File: src/rtl/imem_loader.sv
// Frame-based instruction-memory loader: SYNC, 16-bit word count, LE words, XOR checksum.
// Holds the core in reset until a frame with a valid checksum has been fully written.
module imem_loader #(
  parameter int          ADDR_W      = 10,
  parameter logic [7:0]  SYNC_BYTE   = 8'hA5,
  parameter int          TIMEOUT_CYC = 1000000
) (
  input  logic              clk_signal,
  input  logic              reset,
  input  logic              in_valid,
  input  logic [7:0]        in_data,
  output logic              in_ready,
  output logic              imem_we,
  output logic [ADDR_W-1:0] imem_addr,
  output logic [31:0]       imem_wdata,
  output logic              cpu_hold,
  output logic              done,
  output logic              error
);

  localparam int          TW    = $clog2(TIMEOUT_CYC + 1);
  localparam logic [16:0] MAX_N = 17'(1) << ADDR_W;

  typedef enum logic [2:0] {
    S_IDLE, S_LEN0, S_LEN1, S_DATA, S_CSUM, S_DONE, S_ERR
  } state_t;

  state_t            state_q, state_d;
  logic [7:0]        len_lo_q, len_lo_d;
  logic [ADDR_W-1:0] len_m1_q, len_m1_d;
  logic [ADDR_W-1:0] word_idx_q, word_idx_d;
  logic [1:0]        byte_idx_q, byte_idx_d;
  logic [23:0]       asm_q, asm_d;
  logic [7:0]        csum_q, csum_d;
  logic [TW-1:0]     tmo_q, tmo_d;
  logic              in_ready_q;
  logic              we_q, we_d;
  logic [ADDR_W-1:0] addr_q, addr_d;
  logic [31:0]       wdata_q, wdata_d;

  logic              acc;
  logic [15:0]       len_n;
  logic [TW-1:0]     tmo_inc;

  assign acc     = in_valid & in_ready_q;
  assign len_n   = {in_data, len_lo_q};
  assign tmo_inc = tmo_q + TW'(1);

  always_comb begin
    state_d    = state_q;
    len_lo_d   = len_lo_q;
    len_m1_d   = len_m1_q;
    word_idx_d = word_idx_q;
    byte_idx_d = byte_idx_q;
    asm_d      = asm_q;
    csum_d     = csum_q;
    tmo_d      = '0;
    we_d       = 1'b0;
    addr_d     = addr_q;
    wdata_d    = wdata_q;

    case (state_q)
      S_IDLE, S_DONE, S_ERR: begin
        if (acc && in_data == SYNC_BYTE) begin
          state_d = S_LEN0;
          csum_d  = '0;
        end
      end
      S_LEN0: begin
        if (acc) begin
          len_lo_d = in_data;
          state_d  = S_LEN1;
        end
      end
      S_LEN1: begin
        if (acc) begin
          if (len_n == 16'd0 || {1'b0, len_n} > MAX_N) begin
            state_d = S_ERR;
          end else begin
            state_d    = S_DATA;
            byte_idx_d = '0;
            word_idx_d = '0;
            len_m1_d   = ADDR_W'(len_n - 16'd1);
          end
        end
      end
      S_DATA: begin
        if (acc) begin
          // Bytes arrive LSB first, so shift in from the top.
          asm_d      = {in_data, asm_q[23:8]};
          csum_d     = csum_q ^ in_data;
          byte_idx_d = byte_idx_q + 2'd1;
          if (byte_idx_q == 2'd3) begin
            we_d       = 1'b1;
            wdata_d    = {in_data, asm_q};
            addr_d     = word_idx_q;
            word_idx_d = word_idx_q + ADDR_W'(1);
            if (word_idx_q == len_m1_q) state_d = S_CSUM;
          end
        end
      end
      S_CSUM: begin
        if (acc) state_d = (in_data == csum_q) ? S_DONE : S_ERR;
      end
      default: state_d = S_IDLE;
    endcase

    // Idle-cycle watchdog, only armed while a frame is in flight.
    if (!acc && (state_q inside {S_LEN0, S_LEN1, S_DATA, S_CSUM})) begin
      tmo_d = tmo_inc;
      if (tmo_inc == TW'(TIMEOUT_CYC)) begin
        state_d = S_ERR;
        tmo_d   = '0;
      end
    end
  end

  always_ff @(posedge clk_signal or negedge reset) begin
    if (!reset) begin
      state_q    <= S_IDLE;
      len_lo_q   <= '0;
      len_m1_q   <= '0;
      word_idx_q <= '0;
      byte_idx_q <= '0;
      asm_q      <= '0;
      csum_q     <= '0;
      tmo_q      <= '0;
      in_ready_q <= 1'b0;
      we_q       <= 1'b0;
      addr_q     <= '0;
      wdata_q    <= '0;
    end else begin
      state_q    <= state_d;
      len_lo_q   <= len_lo_d;
      len_m1_q   <= len_m1_d;
      word_idx_q <= word_idx_d;
      byte_idx_q <= byte_idx_d;
      asm_q      <= asm_d;
      csum_q     <= csum_d;
      tmo_q      <= tmo_d;
      in_ready_q <= 1'b1;
      we_q       <= we_d;
      addr_q     <= addr_d;
      wdata_q    <= wdata_d;
    end
  end

  assign in_ready   = in_ready_q;
  assign imem_we    = we_q;
  assign imem_addr  = addr_q;
  assign imem_wdata = wdata_q;
  assign cpu_hold   = (state_q != S_DONE);
  assign done       = (state_q == S_DONE);
  assign error      = (state_q == S_ERR);

endmodule

File: config.mk
export PLATFORM = sky130hd
export DESIGN_NAME = imem_loader
export DESIGN_NICKNAME = d
export VERILOG_FILES = /design/src/rtl/imem_loader.sv
export SDC_FILE = /design/constraint.sdc
export NUM_CORES = 1
export LEC_CHECK = 0
export BUFFER_PORTS_ARGS = -buffer_cell sky130_fd_sc_hd__clkbuf_2
export CORE_MARGIN = 8
export CORE_UTILIZATION = 30
export CTS_BUF_LIST = sky130_fd_sc_hd__clkbuf_2
export CTS_CLUSTER_SIZE = 20
export DETAILED_ROUTE_END_ITERATION = 8
export GPL_TIMING_DRIVEN = 0
export SLEW_MARGIN = 20
export SYNTH_ARGS = -nofsm -noshare
export SYNTH_HDL_FRONTEND = slang
export SYNTH_SLANG_ARGS = --single-unit
File: constraint.sdc
create_clock -name clk_signal -period 5.6 [get_ports clk_signal]
set_clock_uncertainty 0.15 [all_clocks]
set_input_delay 0.84 -clock clk_signal [delete_from_list [all_inputs] [get_ports clk_signal]]
set_output_delay 0.84 -clock clk_signal [all_outputs]
set_load 0.005 [all_outputs]
==> results of run 1 <==
==> per-stage QoR <==
| step | worst slack [ns] | cell area (µm²) | cells | utilization | hold slack (ns) |
|---|---|---|---|---|---|
| after floorplan | 2.69 | 5970 | 576 | - | 0.289 |
| after global placement | 1.34 | 6570 | 895 | 0.337 | 0.308 |
| after detailed placement | 2.35 | 6610 | 896 | 0.340 | 0.309 |
| after CTS | 2.41 | 6890 | 929 | 0.354 | 0.165 |
| after global routing | 2.26 | 6890 | 929 | 0.354 | 0.183 |
| final | 2.53 | 6890 | 929 | 0.354 | 0.237 |
==> tightest hold or removal path, cell delays in order <==
cell and delay (ns):
buf_6 0.12, nand2_1 0.09, nand2_1 0.05
==> sequential cells by signal, indices dropped and copies added, names as in the netlist <==
name,count
byte_idx_q,2
imem_we,1
in_ready,1
state_q,3
len_lo_q,8
imem_addr,10
word_idx_q,10
tmo_q,20
imem_wdata,32
asm_q,24
csum_q,8
len_m1_q,10
==> power by group through the flow <==
stage | Sequential [W] | Combinational, W | Clock (W)
finish | 0.00128 | 0.000632 | 0.000644
global route | 0.00132 | 0.000730 | 0.000704
CTS | 0.00129 | 0.000643 | 0.000669
detailed placement | 0.00131 | 0.000638 | 0
global placement | 0.00130 | 0.000628 | 0
floorplan | 0.00126 | 0.000455 | 0
==> layout make-up <==
cell class	count	area, µm²	share of cell area
Inverter	9	33.8	0.00490
Tap cell	265	332	0.0481
Clock inverter	15	190	0.0276
Buffer	26	118	0.0171
Timing Repair Buffer	56	317	0.0459
Sequential cell	129	3230	0.468
Clock buffer	17	85.1	0.0123
Multi-Input combinational cell	412	2590	0.376
==> per-layer routing <==
| metal | part of all wire | wire (µm) | GRT usage |
|---|---|---|---|
| met1 | 0.49 | 6450 | 0.147 |
| met2 | 0.47 | 6170 | 0.183 |
| met3 | 0.033 | 439 | 0.0310 |
| met4 | 0.012 | 163 | 0.0417 |
| met5 | 0 | 0 | 0 |
==> cells by family (layout without fill, tap and decap cells) <==
group           Yosys count  count (layout)  share of synthesized area
simple gates            246             246                      0.199
fa+ha+maj                 4               4                    0.00839
mux                      48              48                     0.0906
other cells               1               1                   0.000629
xor+xnor                 47              47                     0.0690
buf+inv                  35             123                     0.0254
flops                   129             129                      0.541
compound gates           66              66                     0.0659
==> worst max path at each step <==
stage | to | slack [ns] | cells past startpoint
after global routing | imem_addr[2] | 2.26 | 6
after CTS | done | 2.41 | 5
after global placement | tmo_q[9] | 1.34 | 1
after floorplan | len_m1_q[3] | 2.69 | 7
after detailed placement | imem_wdata[24] | 2.35 | 6
final | done | 2.53 | 5
==> Yosys cell counts (all sizes together), types with 2 or more instances <==
master and count:
nor3b 2, or4b 2, or3 4, xnor2 21
a31oi 4, inv 9, nand2 115, xor2 26
buf 6, nor4 16, o21ai 40, o211a 2
and2 2, nor2 40, nor2b 4, a21oi 7
mux2 48, nand3 15, dfrtp 129, and4b 2
o31ai 2, nand3b 2, and3b 2, or4 6
nor3 18, ha 4, nand4 8, o21a 3
clkbuf 20
==> reports/qor.yml, run 1 <==
p_comb_frac: 0.247
layout_min_cycle_time_ns: 3.07
pin_count: 58
place.gp.congestion: 0.778
cap_viol_max_count: 0
clockBufferDepth: 2
diodes: 0
worst_pin_slew_ns: 0.728
synth.distinct_cells: 56
clock.fmax_ghz: 0.325
post-route-period-util: 0.549
place_hpwl_mm: 9.51
path_common_cell: "clkbuf_1"
final_cell_mix: "129 x dfrtp_1, 115 x nand2_1, 70 x clkbuf_2"
final_common_cell: "dfrtp_1"
hp-start: "in_data[1]"
synth_ff_type: "dfrtp_1"
synthArstFlopShare: 1.00
synth_edf_count: 0
setup_viol: 0
cts_resized: 0
swShare: 0.339
start_kind: "flip-flop"
rsz0062_at_grt: "false"
cp_num_buf_inv: 4
num_rows: 51
hold_buffers: 1
syn_area_mm2: 0.00597
ant_nets: 0
drc: 0
crit_chain: "clkbuf_1 -> clkbuf_1 -> nand2_1 -> inv_1 -> clkbuf_2"
drtIter0Drc: 220
hold_viol_final: 0
start_util: 0.307
yosys-top-cells-area: "dfrtp_1 54%, nand2_1 7.2%, mux2_2 5.5%, xor2_1 3.8%, mux2_1 3.6%"
rr_endpoint: "imem_wdata[24]"
finalPower_w: 0.00256
routed_wl_mm: 13.2
crit_fanout: 10
finalSetupTns_ns: 0
end_kind: "output pin"
grt_pass1_wl_mm: 22.3
die_y_um: 157
hold_path_depth: 3
fillerInstances: 1967
synth_nets: 591
grt_pass1_vias: 4268
worstHoldEndpoint: "asm_q[17]"
ctsRootBufferMaster: "clkbuf_2"
r2r_cells: 6
cp.required_ns: 4.61
power.switching_w: 0.000867
peakVddDrop_mv: 0.159
ys_ff_latch: 129
final_nets: 666
syn_to_final_growth_pct: 15.6
cp_slowest_cell: "dfrtp_1"
core_area_mm2: 0.0195
dieArea_mm2: 0.0247
wire_per_inst_um: 14.2
grt_usage: 0.115
path_clk_slew_ns: 0.20
dr_total_vias: 4315
slew_viol_final: 0
ys_warn_count: 0
grt-ovfl-total: 0
hold_class: "primary input to flip-flop"
r2r_start: "state_q[2]"
htree_num_levels: 4
die_width_um: 157
internal_power_w: 0.00169
ys_seq_area_frac: 0.541
r2r_slack_ns: 2.61
cp-startpoint: "state_q[2]"
synth_top_cell_area_share: 0.541
cts_inserted_buffers: 17
cp.arrival_ns: 2.08
insertion_delay_ns: 0.74
synth_cells: 576
cts_tree: "done"
clock_sinks: 129
pwr-share-seq: 0.501
pwr-share-clk: 0.252
status: "finished, final reports clean"
viasPerCell: 4.64
worst-setup-path-type: "flip-flop to output pin"
synth_area_leader_cell: "dfrtp_1"
slowest_delay_ns: 0.36
cts_setup_buffers: 0
synth.avg_cell_area_um2: 10.4
grt_antenna_before_repair: 0
layout-drive-gt1-share: 0.196
max_slew_margin: 0.514
power.static_leakage_nw: 3.33
power.density_mw_per_mm2: 371
critPathTopFamily: "buffers and inverters"
firstDrtPassIters: 4
io_buffers: 54
grt_max_degree: 85
Note: power is estimated with default switching activity, not from simulation.
==> run 2, diff against run 1 <==
==> constraint.sdc (replaced) <==
create_clock -name clk_signal -period 2.53 [get_ports clk_signal]
set_clock_uncertainty 0.15 [all_clocks]
set_input_delay 0.3795 -clock clk_signal [delete_from_list [all_inputs] [get_ports clk_signal]]
set_output_delay 0.3795 -clock clk_signal [all_outputs]
set_load 0.005 [all_outputs]
==> run 2 against run 1 <==
Compared with the run above: count of clock-buffer cells in the layout is the same; clock power up 88%; routed wire length increased by 3.2%; sequential share of layout area decreased by 2.1 points; flip-flop and latch count did not move; sequential power rose by 130%; non-clock buffer count is 25 higher; core utilization is 1.7 points higher; worst hold slack got worse by 0.13 ns; critical path depth grew 3; die area unchanged; total power is 120% higher; critical endpoint is now word_idx_q[3]; largest cell class unchanged; largest power group unchanged.
==> reports/qor.yml, run 2 (synthesized netlist as in run 1, its figures left out) <==
wire_per_inst_um: 14.3  # +0.49%
grt_pass1_vias: 4441  # +4.1%
rr_endpoint: "word_idx_q[3]"
dr_total_vias: 4443  # +3.0%
largest_reg_flops: 32  # unchanged
diodes: 0  # unchanged
start_kind: "flip-flop"
core_area_mm2: 0.0195  # unchanged
worst-setup-path-type: "flip-flop to flip-flop"
grt_pass1_wl_mm: 23.2  # +4.0%
place_hpwl_mm: 9.51  # about the same
hold_class: "primary input to flip-flop"
cp.arrival_ns: 3.01  # +0.93 ns
grt_antenna_before_repair: 0  # unchanged
drtIter0Drc: 256  # +16%
final_cell_mix: "125 x dfrtp_1, 113 x nand2_1, 78 x clkbuf_2"
start_util: 0.307  # unchanged
hold_viol_final: 0  # unchanged
cap_viol_max_count: 0  # unchanged
crit_fanout: 4  # -6
firstDrtPassIters: 4  # unchanged
cp.required_ns: 3.04  # -1.57 ns
die_y_um: 157  # unchanged
fin_cells: 954  # +2.7%
crit_chain: "inv_2 -> ha_4 -> or4b_4 -> o41a_1 -> o21ai_2 -> nand2_2 -> or3_1 -> a21oi_1"
grt-ovfl-total: 0  # unchanged
hp-start: "in_valid"
layout-drive-gt1-share: 0.260  # +0.0640
worst_pin_slew_ns: 0.730  # +0.00152 ns
cp_num_buf_inv: 1  # -3
final_common_cell: "dfrtp_1"
clockBufferDepth: 2  # unchanged
clock.fmax_ghz: 0.400
peakVddDrop_mv: 0.374  # +140%
syn_to_final_growth_pct: 21.1
layout_min_cycle_time_ns: 2.50
slowest_delay_ns: 0.50  # +0.14 ns
setup_viol: 0  # unchanged
place.gp.congestion: 0.767  # -1.5%
max_slew_margin: 0.511  # -0.00367
cts_inserted_buffers: 17  # unchanged
grt_usage: 0.118  # +0.00331
power.density_mw_per_mm2: 782  # +110%
numPlacedInstances: 896  # unchanged
r2r_cells: 8  # +2
routed_wl_mm: 13.6  # +3.2%
post-route-period-util: 0.988
critPathTopFamily: "simple AND/OR/NAND/NOR gates"
timing.hold.ws_ns: 0.105  # -0.133 ns
status: "finished, final reports clean"
clock_sinks: 129  # unchanged
ant_nets: 0  # unchanged
ctsRootBufferMaster: "clkbuf_2"
cp-startpoint: "len_lo_q[0]"
power.static_leakage_nw: 3.47  # +4.2%
insertion_delay_ns: 0.72  # -0.02 ns
dieArea_mm2: 0.0247  # unchanged
path_clk_slew_ns: 0.20  # about the same
r2r_slack_ns: 0.03  # -2.58 ns
worstHoldEndpoint: "len_m1_q[9]"
num_rows: 51  # unchanged
cp_slowest_cell: "or4b_4"
cts_tree: "done"
io_buffers: 54  # unchanged
r2r_start: "len_lo_q[0]"
die_width_um: 157  # unchanged
hold_path_depth: 5  # +2
drc: 0  # unchanged
end_kind: "flip-flop"
grt_max_degree: 87  # +2.4%
slew_viol_final: 0  # unchanged
pin_count: 58  # unchanged
rsz0062_at_grt: "true"
viasPerCell: 4.66  # +0.27%
htree_num_levels: 4  # unchanged
final_nets: 691  # +3.8%
## run 2: routing by layer
| metal | global-route usage | up-vias | part of all wire |
|---|---|---|---|
| li1 | - | 2189 | - |
| met2 | 0.191 | 66 | 0.48 |
| met5 | 0 | - | 0 |
| met3 | 0.0340 | 12 | 0.034 |
| met4 | 0.0363 | 0 | 0.011 |
| met1 | 0.150 | 2176 | 0.47 |
## run 2: power by group
| group | leakage (nW) | total (W) | internal [W] | switching [W] |
|---|---|---|---|---|
| sequential | 1.74 | 0.00288 | 0.00250 | 0.000383 |
| clock | 0.125 | 0.00121 | 0.000363 | 0.000848 |
| combinational | 1.61 | 0.00156 | 0.000725 | 0.000834 |
| total | 3.47 | 0.00565 | 0.00358 | 0.00206 |
## run 2: tightest hold or removal path: cells and delay by family
family / cells / cell delay, ns
and+or+nand+nor: 3 / 0.40
buffers and inverters: 1 / 0.09
AOI/OAI and AO/OA: 1 / 0.06
## run 2: repair_timing
item,CTS,global route
setup endpoints to repair,78,39
cloned,2,0
resized for setup,23,18
hold buffers,11,0
pin swaps,1,5
endpoints found under the hold margin,163,0
buffers inserted,11,5
## run 2: layout make-up
cell class,instances,area [µm²]
Clock buffer,17,85.1
Inverter,9,33.8
Sequential cell,129,3230
Tap cell,265,332
Timing Repair Buffer,84,567
Multi-Input combinational cell,412,2710
Buffer,23,130
Clock inverter,15,135
Fill cell,1965,12200
## run 2: worst max-delay path by stage
stage,cells past startpoint,slack (ns),end
after floorplan,8,0.008,word_idx_q[3]
after global placement,1,-1.23,imem_wdata[2]
after detailed placement,6,-0.44,imem_wdata[26]
after CTS,8,-0.002,state_q[0]
after global routing,8,-0.05,word_idx_q[3]
final,8,0.03,word_idx_q[3]
## run 2: metrics by stage
stage / total power (W) / setup slack [ns] / utilization / instance area, µm² / setup TNS [ns]
floorplan: 0.00380 / 0.00783 / - / 5980 / 0
global route: 0.00607 / -0.0524 / 0.371 / 7220 / -0.110
finish: 0.00565 / 0.0307 / 0.371 / 7220 / 0
global placement: 0.00428 / -1.23 / 0.338 / 6580 / -179.11
detailed placement: 0.00431 / -0.441 / 0.340 / 6620 / -20.87
CTS: 0.00567 / -0.00182 / 0.366 / 7130 / -0.00182
